<file path="src/rtl/sum_accumulator_pkg.sv">
// Shared definitions for the sum_accumulator block: state encoding, default widths
// and the state decode that folds the unused code back onto IDLE.
package sum_accumulator_pkg;

  localparam int unsigned SUM_WIDTH_DEF = 7;
  localparam int unsigned LEN_WIDTH_DEF = 3;

  typedef enum logic [1:0] {
    ST_IDLE = 2'd0,
    ST_ACC  = 2'd1,
    ST_DONE = 2'd2
  } state_e;

  // Code 2'd3 is unreachable; treating it as IDLE makes a corrupted state self-recover.
  function automatic state_e decode_state(input logic [1:0] raw);
    case (raw)
      2'd1:    decode_state = ST_ACC;
      2'd2:    decode_state = ST_DONE;
      default: decode_state = ST_IDLE;
    endcase
  endfunction

endpackage

</file>
<file path="src/rtl/sum_acc_ctrl.sv">
// Batch controller: IDLE/ACC/DONE FSM, latched batch length and sample index.
// Emits the handshake flags plus clear/accumulate strobes for the datapath.
module sum_acc_ctrl
  import sum_accumulator_pkg::*;
#(
  parameter int P_LEN_WIDTH = LEN_WIDTH_DEF
) (
  input  logic                   clk_i,
  input  logic                   rst_ni,
  input  logic                   start_i,
  input  logic [P_LEN_WIDTH-1:0] len_i,
  input  logic                   valid_i,
  input  logic                   sink_ready_i,
  output logic                   ready_o,
  output logic                   valid_o,
  output logic                   busy_o,
  output logic                   clear_o,
  output logic                   accum_o,
  output logic [1:0]             state_o
);

  // Handshake: a sum moves when valid_i & ready_o at a rising edge; the total moves when
  // valid_o & sink_ready_i. Neither flag depends combinationally on its partner signal.
  logic [1:0]             state_q, state_d;
  logic [P_LEN_WIDTH-1:0] len_q, len_d;
  logic [P_LEN_WIDTH-1:0] idx_q, idx_d;
  state_e                 state_cur;

  assign state_cur = decode_state(state_q);

  always_ff @(posedge clk_i or negedge rst_ni) begin
    if (!rst_ni) begin
      state_q <= ST_IDLE;
      len_q   <= '0;
      idx_q   <= '0;
    end else begin
      state_q <= state_d;
      len_q   <= len_d;
      idx_q   <= idx_d;
    end
  end

  always_comb begin
    state_d = state_q;
    len_d   = len_q;
    idx_d   = idx_q;
    case (state_cur)
      ST_IDLE: begin
        if (start_i) begin
          state_d = ST_ACC;
          len_d   = len_i;
          idx_d   = '0;
        end
      end
      ST_ACC: begin
        if (valid_i) begin
          idx_d = idx_q + 1'b1;
          if (idx_q == len_q) state_d = ST_DONE;
        end
      end
      ST_DONE: begin
        if (sink_ready_i) state_d = ST_IDLE;
      end
      default: state_d = ST_IDLE;
    endcase
  end

  always_comb begin
    ready_o = (state_cur == ST_ACC);
    valid_o = (state_cur == ST_DONE);
    busy_o  = (state_cur != ST_IDLE);
    clear_o = (state_cur == ST_IDLE) && start_i;
    accum_o = (state_cur == ST_ACC) && valid_i;
    state_o = state_cur;
  end

endmodule

</file>
<file path="src/rtl/sum_accumulator.sv">
// Batching accumulator for adder sums with registered valid/ready result.
// Optional running-maximum output enabled by defining SUM_ACC_MAX_EN.
module sum_accumulator
  import sum_accumulator_pkg::*;
#(
  parameter int P_SUM_WIDTH = SUM_WIDTH_DEF,
  parameter int P_LEN_WIDTH = LEN_WIDTH_DEF
) (
  input  logic                           i_w_clk,
  input  logic                           i_w_rst_n,
  input  logic                           i_w_start,
  input  logic [P_LEN_WIDTH-1:0]         i_w_len,
  input  logic                           i_w_valid,
  input  logic [P_SUM_WIDTH-1:0]         i_w_sum,
  output logic                           o_w_ready,
  output logic                           o_w_valid,
  input  logic                           i_w_ready,
  output logic [P_SUM_WIDTH+P_LEN_WIDTH-1:0] o_w_total,
  output logic [P_LEN_WIDTH:0]           o_w_count,
  output logic                           o_w_busy,
`ifdef SUM_ACC_MAX_EN
  output logic [P_SUM_WIDTH-1:0]         o_w_max,
`endif
  output logic [1:0]                     o_w_state
);

  localparam int TW = P_SUM_WIDTH + P_LEN_WIDTH;

  logic                  clear_s, accum_s;
  logic [TW-1:0]         acc_q, acc_d;
  logic [P_LEN_WIDTH:0]  cnt_q, cnt_d;

  sum_acc_ctrl #(
    .P_LEN_WIDTH(P_LEN_WIDTH)
  ) u_ctrl (
    .clk_i       (i_w_clk),
    .rst_ni      (i_w_rst_n),
    .start_i     (i_w_start),
    .len_i       (i_w_len),
    .valid_i     (i_w_valid),
    .sink_ready_i(i_w_ready),
    .ready_o     (o_w_ready),
    .valid_o     (o_w_valid),
    .busy_o      (o_w_busy),
    .clear_o     (clear_s),
    .accum_o     (accum_s),
    .state_o     (o_w_state)
  );

  // 8 x 126 fits in 10 bits, so the sum never needs saturation.
  always_comb begin
    acc_d = acc_q;
    cnt_d = cnt_q;
    if (clear_s) begin
      acc_d = '0;
      cnt_d = '0;
    end else if (accum_s) begin
      acc_d = acc_q + {{P_LEN_WIDTH{1'b0}}, i_w_sum};
      cnt_d = cnt_q + 1'b1;
    end
  end

  always_ff @(posedge i_w_clk or negedge i_w_rst_n) begin
    if (!i_w_rst_n) begin
      acc_q <= '0;
      cnt_q <= '0;
    end else begin
      acc_q <= acc_d;
      cnt_q <= cnt_d;
    end
  end

  assign o_w_total = acc_q;
  assign o_w_count = cnt_q;

`ifdef SUM_ACC_MAX_EN
  logic [P_SUM_WIDTH-1:0] max_q, max_d;

  always_comb begin
    max_d = max_q;
    if (clear_s) max_d = '0;
    else if (accum_s && (i_w_sum > max_q)) max_d = i_w_sum;
  end

  always_ff @(posedge i_w_clk or negedge i_w_rst_n) begin
    if (!i_w_rst_n) max_q <= '0;
    else            max_q <= max_d;
  end

  assign o_w_max = max_q;
`endif

endmodule
</file>
<file path="config.mk">
export PLATFORM = sky130hd
export DESIGN_NAME = sum_accumulator
export DESIGN_NICKNAME = d
export VERILOG_FILES = /design/src/rtl/sum_accumulator_pkg.sv /design/src/rtl/sum_acc_ctrl.sv /design/src/rtl/sum_accumulator.sv
export SDC_FILE = /design/constraint.sdc
export NUM_CORES = 1
export LEC_CHECK = 0
export CORE_MARGIN = 4
export CORE_UTILIZATION = 37
export DETAILED_ROUTE_END_ITERATION = 6
export PLACE_DENSITY_LB_ADDON = 0.05
export SYNTH_ARGS = -nofsm -noshare
export SYNTH_HDL_FRONTEND = slang
export SYNTH_HIERARCHICAL = 1
export SYNTH_SLANG_ARGS = --single-unit
</file>
<file path="constraint.sdc">
create_clock -name i_w_clk -period 2.1 [get_ports i_w_clk]
set_input_delay 0.42 -clock i_w_clk [delete_from_list [all_inputs] [get_ports i_w_clk]]
set_output_delay 0.42 -clock i_w_clk [all_outputs]
set_load 0.02 [all_outputs]
</file>
# After elaboration in Yosys (flattened, before gate mapping)
# Index checks and enable logic that the tools add are counted.
[totals] register_bits=22 in_bits=15 out_inout_bits=19 elab_cells=39
[op_classes] addsub=3 n_eq_ne=9 n_mux=13 reduce_logical=9
[ops] cell="two-way mux 10 bit" n=2
[ops] cell="adder 10 x 7 -> 10 bit" n=1
[ops] cell="two-way mux 2 bit" n=4
[ops] cell="two-way mux 4 bit" n=2
[ops] cell="two-way mux 3 bit" n=2
[ops] cell="case mux 2 bit (3 select lines)" n=1
[ops] cell="case mux 3 bit (2 select lines)" n=1
[ops] cell="nonzero test 2 bit" n=3
[ops] cell="adder 4 x 1 -> 4 bit (second input constant)" n=1
[ops] cell="equality test 2 x 1 -> 1 bit (second input constant)" n=2
[ops] cell="equality test 2 bit (second input constant)" n=2
[ops] cell="!= test 2 x 1 -> 1 bit (second input constant)" n=2
[ops] cell="!= test 2 bit (second input constant)" n=2
[ops] cell="case mux 2 bit (2 select lines)" n=1
[ops] cell="AND reduction 4 bit" n=1
[ops] cell="adder 3 x 1 -> 3 bit (second input constant)" n=1
[ops] cell="equality test 3 bit" n=1
[ops] cell="AND reduction 3 bit" n=1
[ops] cell="logical AND 1 bit" n=2
[ops] cell="logical NOT 2 bit" n=1
[ops] cell="AND reduction 2 bit" n=1

# Depth between registers and ports, before layout
# Gate-level depths: netlist (run 1).
[logic_depth] ltp_word=6 depth_mapped=8 ltp_nobuf=8

# By module
# Netlist (run 1), hierarchy kept.
[modules_own_cells] mod="sum_accumulator" instances=1 cells_each=97 area_per_inst_um2=952.2 seq_area_each_um2=350.3
[modules_own_cells] mod="sum_acc_ctrl" instances=1 cells_each=49 area_per_inst_um2=495.5 seq_area_each_um2=200.2

# Worst setup path before layout (run 1)
# Ideal clock, no wire load.
[synth_timing] path_type="register to register" startpoint="register u_ctrl.state_q[1]" endpoint="register acc_q[9], in the netlist o_w_total[9]" setup_time_ps=128 arrival_ps=1832 required_time_ps=1972 path_slack_ps=140 path_stages_with_launch=9 path_buffers=1 synth_period_minus_slack_ps=1960 cell_sequence="dfrtp_1 inv_1 ha_1 and2_1 clkbuf_8 and2_2 nand3_1 a21oi_1 mux2_1"
[synth_via] elab_chain_len=5 elab_cells_between_ends=9 cone_classes="3 x eq/ne; 2 x mux; 4 x reduce/logical"
[synth_lines] item="from (decl)" line="sum_acc_ctrl.sv:24" rtl="logic [1:0] state_q, state_d;"
[synth_lines] item="from (signal assigned)" line="sum_acc_ctrl.sv:37" rtl="state_q <= state_d;"
[synth_lines] item="equality test 2 bit or equality test 2 x 1 -> 1 bit (tied branches)" line="sum_accumulator_pkg.sv:16" rtl="case (raw)"
[synth_lines] item="case mux 2 bit (2 select lines) (*)" line="sum_accumulator_pkg.sv:16"
[synth_lines] item="equality test 2 x 1 -> 1 bit (*)"
[synth_lines] item="net o_w_ready" line="sum_accumulator.sv:15" rtl="output logic o_w_ready,"
[synth_lines] item="logical AND 1 bit (*)" line="sum_acc_ctrl.sv:73" rtl="accum_o = (state_cur == ST_ACC) && valid_i;"
[synth_lines] item="net accum_s" line="sum_accumulator.sv:29" rtl="logic clear_s, accum_s;"
[synth_lines] item="nonzero test 2 bit (no line) (*)"
[synth_lines] item="to (signal assigned)" line="sum_accumulator.sv:65" rtl="acc_q <= '0;"
[synth_lines] item="to (signal assigned)" line="sum_accumulator.sv:68" rtl="acc_q <= acc_d;"
[synth_lines] item="to (decl)" line="sum_accumulator.sv:30" rtl="logic [TW-1:0] acc_q, acc_d;"
# The timed path passes the listed nets; every way through them passes the cells marked *.
# A chain may end at the register's enable or synchronous reset.

# Final worst setup path (run 1)
[layout_timing] startpoint="input port i_w_sum[2]" endpoint="register acc_q[9], in the netlist o_w_total[9]"
[layout_via] elab_chain_len=3
[layout_lines] item="from (decl)" line="sum_accumulator.sv:14" rtl="input logic [P_SUM_WIDTH-1:0] i_w_sum,"
[layout_lines] item="adder 10 x 7 -> 10 bit" line="sum_accumulator.sv:58" rtl="acc_d = acc_q + {{P_LEN_WIDTH{1'b0}}, i_w_sum};"
[layout_lines] item="two-way mux 10 bit" line="sum_accumulator.sv:57" rtl="end else if (accum_s) begin"
[layout_lines] item="two-way mux 10 bit" line="sum_accumulator.sv:54" rtl="if (clear_s) begin"
# No other way between the ends. The select of a mux whose other input is x is not followed.

==> impl_metrics.ini, run 1 <==
[cts]
cts_root_buf = clkbuf_8
cts_tree = yes
numCtsBuffers = 3
clk_latency_ns = 0.26
clk_transition_reported_paths_ns = 0.08
clockBufferDepth = 2
post_cts_buffers = 0
hold_buffers = 0
numClockSinks = 22
cts.repair.resized = 1
htree_num_levels = 1

[critical_path]
ff2ff_setup_slack_ns = 0.27
cp_max_fo = 3
worstPathRequired_ns = 2.25
path_class = in -> reg
worstPathArrival_ns = 2.12
critPathLaunchType = input pin
worstSetupEndpointType = flop

[synthesis]
synth-seq-cells = 22
synth_edf_count = 0
yosysUniqueCellTypes = 44
synth_ff_type = dfrtp_1
synthesis.nets = 174
synth_area_um2 = 1450
async_reset_ff_share_pct = 100
avgSynthCellArea_um2 = 9.92
yosysSeqAreaShare_pct = 38.0
synthCells = 146
yosysWarnings = 6

[sta]
max_freq_mhz = 507
layout_worst_path_cycle_share_pct = 93.9
worst_pin_slew_ns = 0.368
final-setup-viol-count = 0
hold_viol_final = 0
finalMaxSlewViolations = 0
whs_ns = 0.507
setup_slack_ns = 0.129
period_needed_ns = 1.97
worst_clock_skew_ns = 0.00665
rsz0062_at_grt = no
relSlewSlack_pct = 74.8

[drt]
drt_wl_total_mm = 3.05
ant_nets = 0
via_per_inst = 4.96
wl_per_cell_um = 12.8
drc = 0
drtIter0Drc = 57
drt_pre_antenna_iters = 4
num_vias = 1186

[power]
ir_worst_vdd_mv = 0.564
p_leak_nw = 0.898
clockPowerShare_pct = 10.8
sw_frac_of_total_pct = 41.3
p_switching_w = 0.000990
intPower_w = 0.00140
comb_power_share_pct = 60.4
p_seq_share_pct = 28.8
powerDensity_nw_per_um2 = 1230
p_total_w = 0.00239

[placement]
place.gp.congestion = 0.850
dp_hpwl_mm = 2.37
portBuffers = 33
pre_cts_ws_ns = -0.189

[die]
pin_count = 34
start_util_pct = 39.0
dieArea_um2 = 4980
core_area_um2 = 3720
num_rows = 22
fp.dieH_um = 70.6
die_x_um = 70.6

[cells_and_area]
diodes = 0
drive_gt1_share_pct = 15.7
area_delta_synth_final_pct = 34.7
final_cell_mix = clkdlybuf4s50_1, dfrtp_1, nor2_1
nNetsFinal = 221
fill_cells = 361
final_common_cell = clkdlybuf4s50_1
area.sequential_um2 = 551
multiInputGateArea_um2 = 826

[global_route]
grt_max_degree = 23
grt_pass1_wl_mm = 5.42
grt_pass1_vias = 1182
antenna_found_initial = 0
grt_overflow = 0
grt_usage_pct = 13.3

[hold_path]
hold_class = in -> async

[job]
timing.max_cap.violations = 0

[run_status]
status = completed
==> worst max-delay path: stages <==
cell and delay, ns:
clkdlybuf4s50_1 0.42, ha_1 0.32, o21ai_0 0.26, o21bai_2 0.12
a21oi_2 0.16, a21oi_1 0.09, mux2_1 0.32
==> cell usage after synthesis, types with 2 or more instances <==
cell type / count / area share [%]
nand4_1: 3 / 1.3
inv_1: 8 / 2.1
a21o_1: 2 / 1.0
dfrtp_1: 22 / 38
ha_1: 12 / 10
nor2_1: 17 / 4.4
and2b_2: 2 / 1.2
o21a_1: 2 / 1.0
xnor2_1: 6 / 3.6
nor4bb_1: 2 / 1.4
nand3_1: 4 / 1.4
mux2_1: 2 / 1.6
mux2i_1: 6 / 4.1
o211ai_1: 2 / 1.0
a21oi_1: 7 / 2.4
nand2_1: 9 / 2.3
buf_4: 2 / 1.0
o21ai_0: 7 / 2.4
nor2b_1: 2 / 0.86
mux2_2: 3 / 2.3
xor2_1: 3 / 1.8
==> metrics by stage <==
stage / utilization, % / area [um^2] / cells / setup TNS (ns)
floorplan: - / 1450 / 146 / 0
global placement: 51.3 / 1910 / 236 / -0.579
global route: 52.5 / 1950 / 239 / 0
finish: 52.5 / 1950 / 239 / 0
CTS: 52.4 / 1950 / 239 / 0
detailed placement: 51.3 / 1910 / 236 / -0.731
==> area by class of cell <==
class,instances,area share [%]
Clock buffer,3,2.12
Inverter,9,1.73
Multi-Input combinational cell,110,42.3
Sequential cell,22,28.2
Tap cell,48,3.08
Timing Repair Buffer,47,22.5
==> sequential cells by signal (all words and copies together) (netlist names) <==
signal          flops
u_ctrl/state_q      2
u_ctrl/idx_q        3
u_ctrl/len_q        3
o_w_total          10
o_w_count           4
==> per-layer routing <==
metal,wire length [um],GRT usage (%),vias to the layer above
met5,0,0,-
met4,45,5.64,0
met3,144,2.27,4
met2,1410,21.1,24
met1,1450,18.0,557
li1,-,-,601
==> power by group through the flow <==
stage | Combinational, W | Sequential, W | Clock (W)
global placement | 0.00146 | 0.000698 | 0
floorplan | 0.000904 | 0.000765 | 0
detailed placement | 0.00148 | 0.000699 | 0
CTS | 0.00147 | 0.000693 | 0.000274
finish | 0.00145 | 0.000690 | 0.000259
global route | 0.00162 | 0.000713 | 0.000288
==> worst paths after layout <==
kind	from	to	cells past startpoint
max in group asynchronous	i_w_rst_n	o_w_count[3]	2
worst max-delay path	i_w_sum[2]	o_w_total[9]	7
worst min-delay path	i_w_rst_n	o_w_total[6]	2
worst max register to register	u_ctrl/state_q[0]	o_w_total[5]	7
min in group i_w_clk	u_ctrl/len_q[0]	u_ctrl/len_q[0]	1
worst min register to register	u_ctrl/len_q[0]	u_ctrl/len_q[0]	1
==> kinds of logic (layout without fill, tap and decap cells) <==
logic type	Yosys count	count (layout)	share of synthesized area (%)
adders and majority gates	13	13	11.8
muxes	11	11	8.04
DFF	22	22	38.0
and+or+nand+nor	45	45	16.2
xor gates and xnor gates	9	9	5.45
AOI/OAI and AO/OA	32	32	15.6
buffers and inverters	14	59	4.93
No activity file was read; power rests on OpenSTA's default activity.
==> run 2, diff against run 1 <==
clock period = 1.6 ns   (was 2.1 ns; I/O delays follow)
==> run 2 against run 1 <==
Against the previous run:
- the run now ends with setup timing left
- critical path type is now reg -> reg
- highest routed layer unchanged
- worst hold slack worse by 0.11 ns
- worst setup slack worse by 0.27 ns
- cell count grew 8.4%
==> impl_metrics.ini, run 2 (synthesis results as in run 1) <==
[cts]
numCtsBuffers = 3
htree_num_levels = 1
cts_tree = yes
clockBufferDepth = 2
clk_latency_ns = 0.26
clk_transition_reported_paths_ns = 0.08
cts_root_buf = clkbuf_8
numClockSinks = 22

[cells_and_area]
area_delta_synth_final_pct = 55.4
area.sequential_um2 = 557
diodes = 0
post-route-util_pct = 60.5
drive_gt1_share_pct = 37.9
final_cell_mix = buf_4, nor2_1, dfrtp_1
multiInputGateArea_um2 = 987
largest_reg_flops = 10
fill_cells = 343
nNetsFinal = 240
final_common_cell = buf_4
fin_area_um2 = 2250

[placement]
portBuffers = 33
place_area_um2 = 2110
place.gp.congestion = 0.808
dp_hpwl_mm = 2.79

[die]
fp.dieH_um = 70.6
pin_count = 34
start_util_pct = 39.0
core_area_um2 = 3720
die_x_um = 70.6
num_rows = 22
dieArea_um2 = 4980

[run_status]
violations = setup timing
status = complete, but fails checks

[sta]
setup_slack_ns = -0.144
hold_viol_final = 0
finalMaxSlewViolations = 0
relSlewSlack_pct = 78.6
worst_clock_skew_ns = 0.00338
layout_worst_path_cycle_share_pct = 109
worst_pin_slew_ns = 0.317
max_freq_mhz = 574
final-setup-viol-count = 5
rsz0062_at_grt = yes
period_needed_ns = 1.74

[drt]
drtIter0Drc = 118
drt_wl_total_mm = 3.58
via_per_inst = 4.98
drt_pre_antenna_iters = 4
num_vias = 1289
wl_per_cell_um = 13.8
drc = 0
ant_nets = 0

[critical_path]
cp_max_fo = 3
path_class = reg -> reg
worstSetupEndpointType = flop
ff2ff_setup_slack_ns = -0.14
worstPathArrival_ns = 1.90
worstPathRequired_ns = 1.76
critPathLaunchType = flop

[global_route]
grt_max_degree = 23
antenna_found_initial = 0
grt_usage_pct = 14.7
grt_pass1_wl_mm = 6.03
grt_pass1_vias = 1325
grt_overflow = 0

[power]
clockPowerShare_pct = 9.8
ir_worst_vdd_mv = 0.796
powerDensity_nw_per_um2 = 1640
comb_power_share_pct = 64.8
p_leak_nw = 1.10
intPower_w = 0.00216
p_switching_w = 0.00152
p_seq_share_pct = 25.4
sw_frac_of_total_pct = 41.3

[job]
timing.max_cap.violations = 0

[hold_path]
hold_class = in -> async
-- run 2: cell count changes in the layout (fill, tap and decap cells not counted), sizes merged --
cell | before | now
clkbuf | 3 | 6
dlymetal6s2s | 2 | 5
clkdlybuf4s50 | 30 | 10
dlygate4sd2 | 1 | 14
buf | 14 | 35
-- run 2: final timing paths --
kind                                endpoint    startpoint  cells past startpoint
worst min-delay path            o_w_total[6]     i_w_rst_n                      2
worst min register to register  o_w_total[5]  o_w_total[5]                      2
worst max-delay path            o_w_total[8]  o_w_total[0]                      8
max in group asynchronous       o_w_total[0]     i_w_rst_n                      2
min in group i_w_clk            o_w_total[5]  o_w_total[5]                      2
worst max register to register  o_w_total[8]  o_w_total[0]                      8
-- run 2: area by class of cell --
type | count | share of cell area (%)
multi-input cells | 110 | 43.9
repair buffers | 66 | 25.2
flip-flops and latches | 22 | 24.7
well taps | 48 | 2.67
clock buffers | 4 | 2.00
inverters | 9 | 1.50
-- run 2: critical path: stages, from the launching register on --
cell,delay (ns)
dfrtp_2,0.43
ha_4,0.17
inv_2,0.05
fa_2,0.20
nor2b_2,0.05
o31a_2,0.32
o211ai_1,0.20
xor2_1,0.17
nor2_1,0.05
-- run 2: metal layers --
metal / track usage (%) / wire length, um
met2: 25.1 / 1780
met4: 5.85 / 69
met3: 2.98 / 136
met5: 0 / 0
met1: 18.4 / 1590
-- run 2: timing repair --
| item | CTS | global route |
|---|---|---|
| hold buffers | 0 | 0 |
| setup endpoints to repair | 22 | 17 |
| pin swaps | 8 | 7 |
| setup buffers | 3 | 1 |
| gates resized for setup | 33 | 22 |
-- run 2: power by group through the flow --
stage                     clock network [W]  logic [W]  registers (W)
after floorplan                           0    0.00130        0.00104
after global placement                    0    0.00226       0.000933
after detailed placement                  0    0.00232       0.000948
after CTS                          0.000367    0.00233       0.000936
after global routing               0.000395    0.00262       0.000965
final                              0.000360    0.00238       0.000935
-- run 2: per-stage QoR --
step / total power, W / setup WS, ns / setup TNS [ns] / hold slack [ns] / instances
finish: 0.00368 / -0.144 / -0.445 / 0.397 / 259
global route: 0.00398 / -0.204 / -0.885 / 0.423 / 259
CTS: 0.00363 / -0.175 / -0.677 / 0.409 / 258
detailed placement: 0.00327 / -0.563 / -3.95 / 0.532 / 251
global placement: 0.00319 / -0.505 / -3.52 / 0.518 / 251
floorplan: 0.00234 / -0.131 / -0.386 / 0.0244 / 146
==> run 3, diff against run 2 <==
CORE_UTILIZATION = 45   (was 37)
==> run 3 against run 2 <==
Against the previous run:
- the run still ends with setup timing left
- worst hold slack got worse by 0.056 ns
- global-route usage up 3.5 points
- critical path depth is the same
- sequential cell count is the same
- combinational power up 2%
- cell count down 1.2%
- final area down 0.83%
- first-iteration DRC count is 62% lower
- clock power up 20%
- wire length rose by 4.4%
- sequential share of layout area increased by 0.15 points
- largest power group unchanged
==> impl_metrics.ini, run 3 (synthesis results as in run 1) <==
[run_status]
status = complete, but fails checks
violations = setup timing

[sta]
period_needed_ns = 1.76
rsz0062_at_grt = yes
setup_slack_ns = -0.161
worst_pin_slew_ns = 0.305
whs_ns = 0.341
worst_clock_skew_ns = 0.000865
finalMaxSlewViolations = 0
layout_worst_path_cycle_share_pct = 110
hold_viol_final = 0
relSlewSlack_pct = 79.7
max_freq_mhz = 568
final-setup-viol-count = 8
tns_ns = -0.615

[global_route]
grt_max_degree = 23
grt_pass1_vias = 1368
grt_pass1_wl_mm = 6.05
antenna_found_initial = 0
grt_usage_pct = 18.3
grt_overflow = 0

[cts]
clockBufferDepth = 2
numClockSinks = 22
cts_tree = yes
clk_transition_reported_paths_ns = 0.13
hold_buffers = 0
htree_num_levels = 1
clk_latency_ns = 0.31
numCtsBuffers = 3
cts_root_buf = clkbuf_4

[drt]
ant_nets = 0
via_per_inst = 5.22
drt_wl_total_mm = 3.74
drc = 0
drtIter0Drc = 45
drt_pre_antenna_iters = 4
wl_per_cell_um = 14.6
num_vias = 1336

[critical_path]
crit_start = o_w_total[0]
r2r_cells = 8
reg2reg_from = o_w_total[0]
critPathLaunchType = flop
worstPathArrival_ns = 1.98
cp_max_fo = 3
endpoint = o_w_total[8]
reg2reg_to = o_w_total[8]
path_class = reg -> reg
ff2ff_setup_slack_ns = -0.16
worstPathRequired_ns = 1.82
worstSetupEndpointType = flop

[die]
core_area_um2 = 3080
start_util_pct = 47.0
num_rows = 20
fp.dieH_um = 64.7
die_x_um = 64.7
dieArea_um2 = 4190
pin_count = 34

[cells_and_area]
diodes = 0
nNetsFinal = 241
largest_reg_flops = 10
area_delta_synth_final_pct = 54.1
drive_gt1_share_pct = 40.1
final_cell_mix = buf_4, dfrtp_1, nor2_1
final_common_cell = buf_4

[placement]
portBuffers = 33
dp_hpwl_mm = 2.62
pre_cts_ws_ns = -0.535
place.gp.congestion = 0.842

[hold_path]
hold_class = in -> async

[power]
ir_worst_vdd_mv = 1.12
p_leak_nw = 1.04
powerDensity_nw_per_um2 = 1700

[job]
timing.max_cap.violations = 0
-- run 3: changes by cell type in the layout (fill, tap and decap cells not counted), moves of 2 or more --
| cell | delta |
|---|---|
| clkbuf_4 | +3 |
| dlygate4sd2_1 | +2 |
| nor4bb_2 | +2 |
| buf_4 | +2 |
| clkbuf_8 | -3 |
| buf_2 | +2 |
| dlymetal6s2s_1 | -5 |
-- run 3: final cells by class --
| class | count | area (um^2) |
|---|---|---|
| Clock buffer | 3 | 22.5 |
| Clock inverter | 1 | 30.0 |
| Fill cell | 246 | 847 |
| Inverter | 9 | 33.8 |
| Multi-Input combinational cell | 110 | 983 |
| Sequential cell | 22 | 556 |
| Tap cell | 44 | 55.1 |
| Timing Repair Buffer | 67 | 551 |
-- run 3: layer usage --
metal / track usage, % / vias to the layer above / routed length, um
met4: 6.60 / 0 / 83
met1: 22.9 / 647 / 1640
met5: 0 / - / 0
met3: 4.16 / 9 / 181
met2: 30.7 / 31 / 1830
li1: - / 649 / -
-- run 3: per-stage QoR --
stage	cell area (um^2)	util, %	total power, W	cells
floorplan	1540	-	0.00234	146
global placement	2090	67.8	0.00314	244
detailed placement	2090	67.8	0.00322	244
CTS	2140	69.6	0.00365	250
global route	2230	72.5	0.00408	256
finish	2230	72.5	0.00378	256
-- run 3: where the power goes --
group,internal [W],total [W],switching [W]
clock network,0.000253,0.000433,0.000180
logic,0.00121,0.00242,0.00121
registers,0.000751,0.000929,0.000178
total,0.00222,0.00378,0.00157
-- run 3: critical path, cell delays in order (launching register included) --
cell	delay, ns
dfrtp_2	0.44
ha_4	0.16
inv_2	0.04
fa_2	0.20
nor2b_2	0.05
o31a_2	0.32
o211ai_1	0.22
xor2_1	0.17
nor2_1	0.05
-- run 3: how the worst min path moves through the flow --
stage                     depth (start not counted)  slack, ns         endpoint            start
after detailed placement                          1       0.53  u_ctrl/len_q[0]  u_ctrl/len_q[0]
after CTS                                         2       0.34  u_ctrl/len_q[0]        i_w_rst_n
after global placement                            1       0.51  u_ctrl/len_q[0]  u_ctrl/len_q[0]
after floorplan                                   0       0.02     o_w_count[0]        i_w_rst_n
final                                             2       0.34  u_ctrl/len_q[1]        i_w_rst_n
after global routing                              2       0.35     o_w_total[5]        i_w_rst_n
-- run 3: what timing repair did --
item,4_1_cts,5_1_grt
setup endpoints to repair,25,13
pin swaps,5,10
buffers inserted,2,7
endpoints found under the hold margin,0,0
gates cloned,0,0
gates resized for setup,45,14
